### src/rtl/reg_req_sched_if.sv
// Producer-side request/response bundle for reg_req_sched.
// The scheduler takes the slave modport; producers or benches take the master modport.
interface reg_req_sched_if #(
  parameter int DATA_W = 32,
  parameter int ADDR_W = 4
) ();
  // Handshake: a request transfers on every rising edge where req_valid && req_ready.
  // Once req_valid is raised, the producer holds req_we/req_addr/req_wdata stable until
  // that transfer occurs. req_ready never depends on req_valid. rsp_valid is a one-cycle
  // strobe with no back-pressure.
  logic              req_valid;
  logic              req_ready;
  logic              req_we;
  logic [ADDR_W-1:0] req_addr;
  logic [DATA_W-1:0] req_wdata;
  logic              rsp_valid;
  logic [ADDR_W-1:0] rsp_addr;
  logic [DATA_W-1:0] rsp_data;

  modport master (
    output req_valid, req_we, req_addr, req_wdata,
    input  req_ready, rsp_valid, rsp_addr, rsp_data
  );

  modport slave (
    input  req_valid, req_we, req_addr, req_wdata,
    output req_ready, rsp_valid, rsp_addr, rsp_data
  );
endinterface

### src/rtl/reg_req_sched.sv
// In-order request scheduler and sole driver of the 16x32 register file port.
// Optional build macro REG_REQ_FWD_EN: reads that hit the last issued write are served from a record.
module reg_req_sched #(
  parameter int DATA_W = 32,
  parameter int ADDR_W = 4,
  parameter int DEPTH  = 4
) (
  input  logic              clk,
  input  logic              rst,
  input  logic              flush,
  reg_req_sched_if.slave    bus,
  output logic              rf_read_en,
  output logic              rf_write_en,
  output logic [ADDR_W-1:0] rf_addr,
  output logic [DATA_W-1:0] rf_write_data,
  input  logic [DATA_W-1:0] rf_read_data,
  output logic              busy,
  output logic [1:0]        o_dbg_state
);
  localparam int PTR_W = $clog2(DEPTH);
  localparam logic [PTR_W:0] FULL_CNT = (PTR_W+1)'(DEPTH);

  typedef enum logic [1:0] {S_IDLE = 2'd0, S_ISSUE = 2'd1, S_RD_WAIT = 2'd2} state_t;

  typedef struct packed {
    logic              we;
    logic [ADDR_W-1:0] addr;
    logic [DATA_W-1:0] wdata;
  } entry_t;

  entry_t            r_mem [DEPTH];
  logic [PTR_W-1:0]  r_wr_ptr, r_rd_ptr;
  logic [PTR_W:0]    r_count;
  state_t            r_state, w_state_nxt;

  logic              r_rf_re, r_rf_we;
  logic [ADDR_W-1:0] r_rf_addr;
  logic [DATA_W-1:0] r_rf_wdata;
  logic              r_rsp_valid;
  logic [ADDR_W-1:0] r_rsp_addr;
  logic [DATA_W-1:0] r_rsp_data;

  logic              w_full, w_empty, w_ready, w_push, w_pop, w_can_pop;
  logic              w_rf_re_nxt, w_rf_we_nxt, w_rsp_cap, w_fwd_hit;
  logic [ADDR_W-1:0] w_rsp_addr_sel;
  logic [DATA_W-1:0] w_rsp_data_sel;
  entry_t            w_head;

  assign w_full  = (r_count == FULL_CNT);
  assign w_empty = (r_count == '0);
  assign w_ready = !w_full && !flush;
  assign w_push  = bus.req_valid && w_ready;
  assign w_head  = r_mem[r_rd_ptr];

  assign bus.req_ready = w_ready;
  assign bus.rsp_valid = r_rsp_valid;
  assign bus.rsp_addr  = r_rsp_addr;
  assign bus.rsp_data  = r_rsp_data;
  assign rf_read_en    = r_rf_re;
  assign rf_write_en   = r_rf_we;
  assign rf_addr       = r_rf_addr;
  assign rf_write_data = r_rf_wdata;
  assign busy          = !w_empty || (r_state != S_IDLE);
  assign o_dbg_state   = r_state;

  always_ff @(posedge clk) begin
    if (w_push) r_mem[r_wr_ptr] <= '{we: bus.req_we, addr: bus.req_addr, wdata: bus.req_wdata};
  end

  always_ff @(posedge clk or negedge rst) begin
    if (!rst) begin
      r_wr_ptr <= '0;
      r_rd_ptr <= '0;
      r_count  <= '0;
    end else if (flush) begin
      r_wr_ptr <= '0;
      r_rd_ptr <= '0;
      r_count  <= '0;
    end else begin
      if (w_push) r_wr_ptr <= r_wr_ptr + 1'b1;
      if (w_pop)  r_rd_ptr <= r_rd_ptr + 1'b1;
      case ({w_push, w_pop})
        2'b10:   r_count <= r_count + 1'b1;
        2'b01:   r_count <= r_count - 1'b1;
        default: r_count <= r_count;
      endcase
    end
  end

  // A read leaves ISSUE without popping so the port stays reserved for its data cycle;
  // RD_WAIT and ISSUE(write) both accept the next entry directly.
  always_comb begin
    w_state_nxt = r_state;
    w_can_pop   = 1'b0;
    w_pop       = 1'b0;
    w_rf_re_nxt = 1'b0;
    w_rf_we_nxt = 1'b0;
    w_rsp_cap   = 1'b0;
    case (r_state)
      S_IDLE:    w_can_pop = 1'b1;
      S_ISSUE:   if (r_rf_we) w_can_pop = 1'b1;
                 else         w_state_nxt = S_RD_WAIT;
      S_RD_WAIT: begin
        w_rsp_cap = 1'b1;
        w_can_pop = 1'b1;
      end
      default:   w_state_nxt = S_IDLE;
    endcase
    if (w_can_pop) begin
      if (!w_empty) begin
        w_pop       = 1'b1;
        w_state_nxt = S_ISSUE;
        w_rf_we_nxt = w_head.we;
        w_rf_re_nxt = !w_head.we && !w_fwd_hit;
      end else begin
        w_state_nxt = S_IDLE;
      end
    end
    if (flush) begin
      w_state_nxt = S_IDLE;
      w_pop       = 1'b0;
      w_rf_re_nxt = 1'b0;
      w_rf_we_nxt = 1'b0;
      w_rsp_cap   = 1'b0;
    end
  end

  always_ff @(posedge clk or negedge rst) begin
    if (!rst) begin
      r_state     <= S_IDLE;
      r_rf_re     <= 1'b0;
      r_rf_we     <= 1'b0;
      r_rf_addr   <= '0;
      r_rf_wdata  <= '0;
      r_rsp_valid <= 1'b0;
      r_rsp_addr  <= '0;
      r_rsp_data  <= '0;
    end else begin
      r_state     <= w_state_nxt;
      r_rf_re     <= w_rf_re_nxt;
      r_rf_we     <= w_rf_we_nxt;
      r_rsp_valid <= w_rsp_cap;
      if (w_rf_re_nxt || w_rf_we_nxt) r_rf_addr <= w_head.addr;
      if (w_rf_we_nxt) r_rf_wdata <= w_head.wdata;
      if (w_rsp_cap) begin
        r_rsp_addr <= w_rsp_addr_sel;
        r_rsp_data <= w_rsp_data_sel;
      end
    end
  end

`ifdef REG_REQ_FWD_EN
  logic              r_rec_v, r_fwd_pend;
  logic [ADDR_W-1:0] r_rec_addr, r_fwd_addr;
  logic [DATA_W-1:0] r_rec_data, r_fwd_data;

  assign w_fwd_hit      = r_rec_v && !w_head.we && (r_rec_addr == w_head.addr);
  assign w_rsp_addr_sel = r_fwd_pend ? r_fwd_addr : r_rf_addr;
  assign w_rsp_data_sel = r_fwd_pend ? r_fwd_data : rf_read_data;

  // A forwarded read still walks ISSUE then RD_WAIT with both enables low,
  // so its response timing is identical to a real register-file read.
  always_ff @(posedge clk or negedge rst) begin
    if (!rst) begin
      r_rec_v    <= 1'b0;
      r_rec_addr <= '0;
      r_rec_data <= '0;
      r_fwd_pend <= 1'b0;
      r_fwd_addr <= '0;
      r_fwd_data <= '0;
    end else if (flush) begin
      r_rec_v    <= 1'b0;
      r_fwd_pend <= 1'b0;
    end else if (w_pop) begin
      r_fwd_pend <= w_fwd_hit;
      r_fwd_addr <= w_head.addr;
      r_fwd_data <= r_rec_data;
      if (w_head.we) begin
        r_rec_v    <= 1'b1;
        r_rec_addr <= w_head.addr;
        r_rec_data <= w_head.wdata;
      end
    end
  end
`else
  assign w_fwd_hit      = 1'b0;
  assign w_rsp_addr_sel = r_rf_addr;
  assign w_rsp_data_sel = rf_read_data;
`endif
endmodule

### src/flat_wrapper.sv
// flat-port wrapper written by rule: the top's interface ports become plain ports
module reg_req_sched_flat 
#(
  parameter int DATA_W = 32,
  parameter int ADDR_W = 4,
  parameter int DEPTH  = 4
)
  (clk, rst, flush, rf_read_en, rf_write_en, rf_addr, rf_write_data, rf_read_data, busy, o_dbg_state, bus_req_valid, bus_req_we, bus_req_addr, bus_req_wdata, bus_req_ready, bus_rsp_valid, bus_rsp_addr, bus_rsp_data);
  reg_req_sched_if #(.DATA_W(DATA_W), .ADDR_W(ADDR_W)) bus_i ();
  input  logic clk;
  input  logic rst;
  input  logic flush;
  output logic rf_read_en;
  output logic rf_write_en;
  output logic [ADDR_W-1:0] rf_addr;
  output logic [DATA_W-1:0] rf_write_data;
  input  logic [DATA_W-1:0] rf_read_data;
  output logic busy;
  output logic [1:0] o_dbg_state;
  input wire logic [$bits(bus_i.req_valid)-1:0] bus_req_valid;
  input wire logic [$bits(bus_i.req_we)-1:0] bus_req_we;
  input wire logic [$bits(bus_i.req_addr)-1:0] bus_req_addr;
  input wire logic [$bits(bus_i.req_wdata)-1:0] bus_req_wdata;
  output wire logic [$bits(bus_i.req_ready)-1:0] bus_req_ready;
  output wire logic [$bits(bus_i.rsp_valid)-1:0] bus_rsp_valid;
  output wire logic [$bits(bus_i.rsp_addr)-1:0] bus_rsp_addr;
  output wire logic [$bits(bus_i.rsp_data)-1:0] bus_rsp_data;
  assign bus_i.req_valid = bus_req_valid;
  assign bus_i.req_we = bus_req_we;
  assign bus_i.req_addr = bus_req_addr;
  assign bus_i.req_wdata = bus_req_wdata;
  assign bus_req_ready = bus_i.req_ready;
  assign bus_rsp_valid = bus_i.rsp_valid;
  assign bus_rsp_addr = bus_i.rsp_addr;
  assign bus_rsp_data = bus_i.rsp_data;
  reg_req_sched #(.DATA_W(DATA_W), .ADDR_W(ADDR_W), .DEPTH(DEPTH)) u_core (.clk(clk), .rst(rst), .flush(flush), .bus(bus_i), .rf_read_en(rf_read_en), .rf_write_en(rf_write_en), .rf_addr(rf_addr), .rf_write_data(rf_write_data), .rf_read_data(rf_read_data), .busy(busy), .o_dbg_state(o_dbg_state));
endmodule
### config.mk
export PLATFORM = sky130hd
export DESIGN_NAME = reg_req_sched_flat
export DESIGN_NICKNAME = d
export VERILOG_FILES = /design/src/rtl/reg_req_sched_if.sv /design/src/rtl/reg_req_sched.sv /design/src/flat_wrapper.sv
export SDC_FILE = /design/constraint.sdc
export NUM_CORES = 1
export LEC_CHECK = 0
export CORE_ASPECT_RATIO = 0.7
export CORE_MARGIN = 4
export CORE_UTILIZATION = 57
export DETAILED_ROUTE_END_ITERATION = 7
export PLACE_DENSITY = 0.86
export SYNTH_ARGS = -nofsm -noshare
export SYNTH_HDL_FRONTEND = slang
export SYNTH_SLANG_ARGS = --single-unit
### constraint.sdc
create_clock -name clk -period 3.7 [get_ports clk]
set_input_delay 1.11 -clock clk [delete_from_list [all_inputs] [get_ports clk]]
set_output_delay 1.11 -clock clk [all_outputs]
set_load 0.01 [all_outputs]
After elaboration in Yosys (flattened, before gate mapping)
Memory sizes are Yosys's and may differ from the RTL's.
Cells that the tools add are included.
W data, S select, Z words.
Cells by class
  $add $sub $neg: 4
  equal/unequal tests: 7
  muxes and demuxes: 26
  reduce and logical (&&, ||, !) cells: 16
Operator list (count)
  $mux W1: 15
  $mux W2: 7
  $pmux W3 S2: 1
  $reduce_bool A2 Y1: 3
  $add A2 B1 Y2 const B: 2
  $eq A2 B1 Y1 const B: 2
  $eq A2 B2 Y1 const B: 2
  $logic_not A1 Y1: 4
  $ne A4 B4 Y1 const B: 1
  $pmux W2 S2: 1
  $add A3 B1 Y3 const B: 1
  $eq A3 B3 Y1 const B: 1
  $logic_not A3 Y1: 1
  $mux W3: 1
  $ne A3 B1 Y1 const B: 1
  $reduce_bool A3 Y1: 1
  $sub A3 B1 Y3 const B: 1
  $logic_and A1 B1 Y1: 2
  $logic_not A2 Y1: 1
  $logic_or A1 B1 Y1: 2
  $pmux W1 S2: 1
  $reduce_and A2 Y1: 1
  $reduce_or A2 Y1: 1
Storage, ports and cells
  bits in registers: 84
  bits in writable memories: 148
  input port bits: 73
  output and inout port bits: 79
  word-level logic and storage cells: 65
  memories: 1
Memories
  u_core.r_mem: depth 4, width 37, read ports 1, clocked after memory_dff 0, write ports 1, RTL line reg_req_sched.sv:31  | entry_t r_mem [DEPTH];

Longest topological paths before layout
  word-level depth: 8
  mapped depth: 8
  mapped depth without buffers: 8

Worst setup path before layout
No wires, ideal clock.
  kind: input -> register
  start: input flush
  end: memory u_core.r_mem[0][0] in the netlist's numbering, enable pin
  library setup time: 0.398 ns
  data arrival time: 2.721 ns
  required time: 3.302 ns
  path slack: 0.582 ns
  stages on the path: 4
  path buffers: 1
  cell sequence: nand2b_1 > a21oi_1 > clkbuf_1 > and2_1
On the way
  cells in the longest elaborated chain, start to end: 5
Ends and longest elaborated chain
  start: declaration: RTL line flat_wrapper.sv:12  | input logic flush;
  $logic_not A1 Y1: RTL line reg_req_sched.sv:51  | assign w_ready = !w_full && !flush;
  $logic_and A1 B1 Y1: RTL line reg_req_sched.sv:51
  $logic_and A1 B1 Y1: RTL line reg_req_sched.sv:52  | assign w_push = bus.req_valid && w_ready;
  $mux W1: RTL line reg_req_sched.sv:67  | if (w_push) r_mem[r_wr_ptr] <= '{we: bus.req_we, addr: bus.req_addr, wdata: bus.req_wdata};
  $mux W1 (not written as such): RTL line reg_req_sched.sv:67
  end: declaration: RTL line reg_req_sched.sv:31
No other way between the ends.

Worst setup path after layout
  start: input flush
  end: output bus_req_ready
On the way
  cells in the longest elaborated chain, start to end: 2
Ends and longest elaborated chain
  $logic_not A1 Y1: RTL line reg_req_sched.sv:51
  $logic_and A1 B1 Y1: RTL line reg_req_sched.sv:51
  end: declaration: RTL line flat_wrapper.sv:24  | output wire logic [$bits(bus_i.req_ready)-1:0] bus_req_ready;
No other way between the ends.

==> results.cfg <==
[floorplan]
fp.dieH_um = 112
pin_count = 152
core_um2 = 15000
die_w_um = 157
die_area_um2 = 17600
rows = 37
start_util_pct = 59.0

[flow_run]
maxCapViolCount = 0

[sta]
rsz0062_at_grt = false
slew_viol_final = 0
final-hold-violation-count = 0
fin_setup_tns_ns = 0
fmax_ghz = 0.303
min_period_ns = 3.30
clock_skew_ns = 0.00914
setup_viol = 0
worst_slew_pin_slew_ns = 0.701
slew_headroom_pct = 53.3
finalCritPeriodShare_pct = 89.3

[clocking]
cts_setup_buffers = 0
clock_latency_ns = 0.50
clk_path_buf_depth = 3
cts_tree = yes
numCtsBuffers = 22
htree_num_levels = 1
cts_hold_buffers = 0
cts_root_buffer = clkbuf_16
cts_resized = 0
clkTransAtPathRegs_ns = 0.06
cts.sinks = 232

[setup_path]
slowest_delay_ns = 0.55
crit_fanout = 2
crit_type = primary input to primary output
crit_slowest_cell = clkdlybuf4s50_1
crit_top_cell = clkdlybuf4s50_1
cp.arrival_ns = 2.19
startpoint_type = primary input
cp-end-kind = primary output
required_ns = 2.59
crit_chain = clkdlybuf4s50_1 > a21oi_1 > clkdlybuf4s50_1

[drt]
drtIter0Drc = 356
drtAntennaViolNets = 0
wl_per_cell_um = 22.5
vias = 4442
viasPerCell = 5.57
drt-total-wl_mm = 17.9
drc = 0
drtPass1Iterations = 4

[grt]
gr-total-overflow = 0
grt_usage_pct = 20.5
grt_max_degree = 54
grt_pass1_vias = 4675
antenna_found_initial = 1
grt_pass1_wl_mm = 27.6

[power_and_ir_drop]
power_density_nw_per_um2 = 749
peakVddDrop_mv = 0.371
p_leak_uw = 0.00421

[synthesis]
yosysSeqAreaShare_pct = 74.2
avgSynthCellArea_um2 = 21.4
synth_top_cell_area_share_pct = 50.4
synth_area_um2 = 8830
synthTopCellsByArea = edfxtp_1, dfrtp_1, mux4_2
yosys.area.top_type = edfxtp_1
synth_edf_count = 148
ys_ff_latch = 232
synthFlopType = edfxtp_1
syn_inst = 413
syn_nets = 491
async_flop_share_pct = 36.2
yosys.cell_types.count = 35
yosysWarnings = 0

[hold_path]
hp-class = register to register

[cells_and_area]
fillers = 821
stdcell_count = 798
utilization_pct = 75.5
area_delta_synth_final_pct = 28.0
nets = 664
drive_gt1_share_pct = 28.9

[placement]
routabilityCongestion = 0.767
dp.cells = 757
place_hpwl_mm = 11.4
port_buffers = 151

[outcome]
status = finished clean
through the flow:
stage          power (uW)  area (um^2)  hold WS, ns  setup WS, ns
2_1_floorplan        5090         8830        0.528         0.582
6_report             8460        11300        0.503         0.397
3_3_place_gp         6260        10600        0.486         0.373
4_1_cts              8540        11300        0.509         0.390
3_5_place_dp         6370        10600        0.494         0.390
5_1_grt              8860        11300        0.515         0.358
power by group:
group | switching, uW | internal [uW] | total, uW
combinational | 1020 | 1630 | 2650
clock | 911 | 1230 | 2140
sequential | 356 | 3310 | 3660
cell usage after synthesis (all sizes together), types with 2 or more instances:
cell type  instances
a21oi              3
and2               4
buf               12
clkbuf             5
dfrtp             84
edfxtp           148
ha                 4
inv                4
mux2              74
mux4              37
nand2              4
nand2b             5
nor2               8
nor3               2
nor3b              3
xnor2              3
path summary, 6_finish.rpt:
path | slack (ns) | end | depth (start not counted) | from
min reg2reg | 0.50 | u_core.bus.rsp_data[5] | 1 | u_core.bus.rsp_data[5]
max | 0.40 | bus_req_ready | 3 | flush
min | 0.50 | u_core.bus.rsp_data[5] | 1 | u_core.bus.rsp_data[5]
max in group asynchronous | 2.31 | u_core.rf_write_data[19] | 2 | rst
min in group asynchronous | 0.65 | u_core.rf_write_data[10] | 1 | rst
max reg2reg | 1.24 | u_core.rf_write_data[1] | 3 | u_core.r_rd_ptr[0]
critical path, delay by kind of cell:
kind / cells / cell delay, ns
AO/OA/AOI/OAI: 1 / 0.12
buffers and inverters: 2 / 0.97
cells in the final DEF (no fill, tap or decap), types with 2 or more instances in the layout:
| master | synthesis | layout |
|---|---|---|
| and2_2 | 0 | 4 |
| mux4_2 | 37 | 37 |
| clkbuf_1 | 5 | 4 |
| clkinv_2 | 0 | 8 |
| clkinv_1 | 0 | 2 |
| clkbuf_16 | 0 | 23 |
| dfrtp_2 | 0 | 2 |
| ha_1 | 4 | 4 |
| mux2_4 | 29 | 29 |
| edfxtp_1 | 148 | 148 |
| xnor2_1 | 3 | 3 |
| a21oi_1 | 2 | 2 |
| nor3b_1 | 3 | 2 |
| nand2b_1 | 3 | 3 |
| dfrtp_1 | 84 | 82 |
| clkdlybuf4s50_1 | 0 | 150 |
| nand2_1 | 3 | 3 |
| nand2b_4 | 2 | 2 |
| nor2_1 | 8 | 8 |
| inv_1 | 4 | 4 |
| buf_4 | 0 | 15 |
| mux2_2 | 45 | 45 |
state kept, by name, indices dropped and copies added, names as in the netlist, 2 cells and up:
| name | count |
|---|---|
| u_core.r_rd_ptr | 2 |
| u_core.r_count | 3 |
| u_core.r_mem | 148 |
| u_core.r_wr_ptr | 2 |
| u_core.o_dbg_state | 2 |
| u_core.bus.rsp_data | 32 |
| u_core.bus.rsp_addr | 4 |
| u_core.rf_addr | 4 |
| u_core.rf_write_data | 32 |
per-layer routing:
| metal | up-vias | track usage [%] | part of all wire (%) |
|---|---|---|---|
| li1 | 1966 | - | - |
| met5 | - | 0 | 0 |
| met2 | 133 | 33.8 | 51 |
| met1 | 2317 | 28.5 | 42 |
| met4 | 0 | 5.66 | 2.3 |
| met3 | 26 | 4.12 | 5.1 |
cell families after synthesis:
logic type / share of synthesized area, %
AO/OA/AOI/OAI: 0.709
XOR/XNOR: 0.298
adder cells (fa/ha/maj): 0.794
buffers and inverters: 1.59
flip-flops: 74.2
multiplexers: 20.2
AND/OR/NAND/NOR: 2.21
final cells by class:
class | count | area, um^2 | share of cell area (%)
Clock buffer | 28 | 604 | 5.35
Clock inverter | 12 | 86.3 | 0.764
Tap cell | 195 | 244 | 2.16
Multi-Input combinational cell | 159 | 2150 | 19.0
Timing Repair Buffer | 166 | 1630 | 14.5
Sequential cell | 232 | 6550 | 58.0
Inverter | 5 | 23.8 | 0.211
Antenna cell | 1 | 2.50 | 0.0222
(Power assumes the default switching activity.)
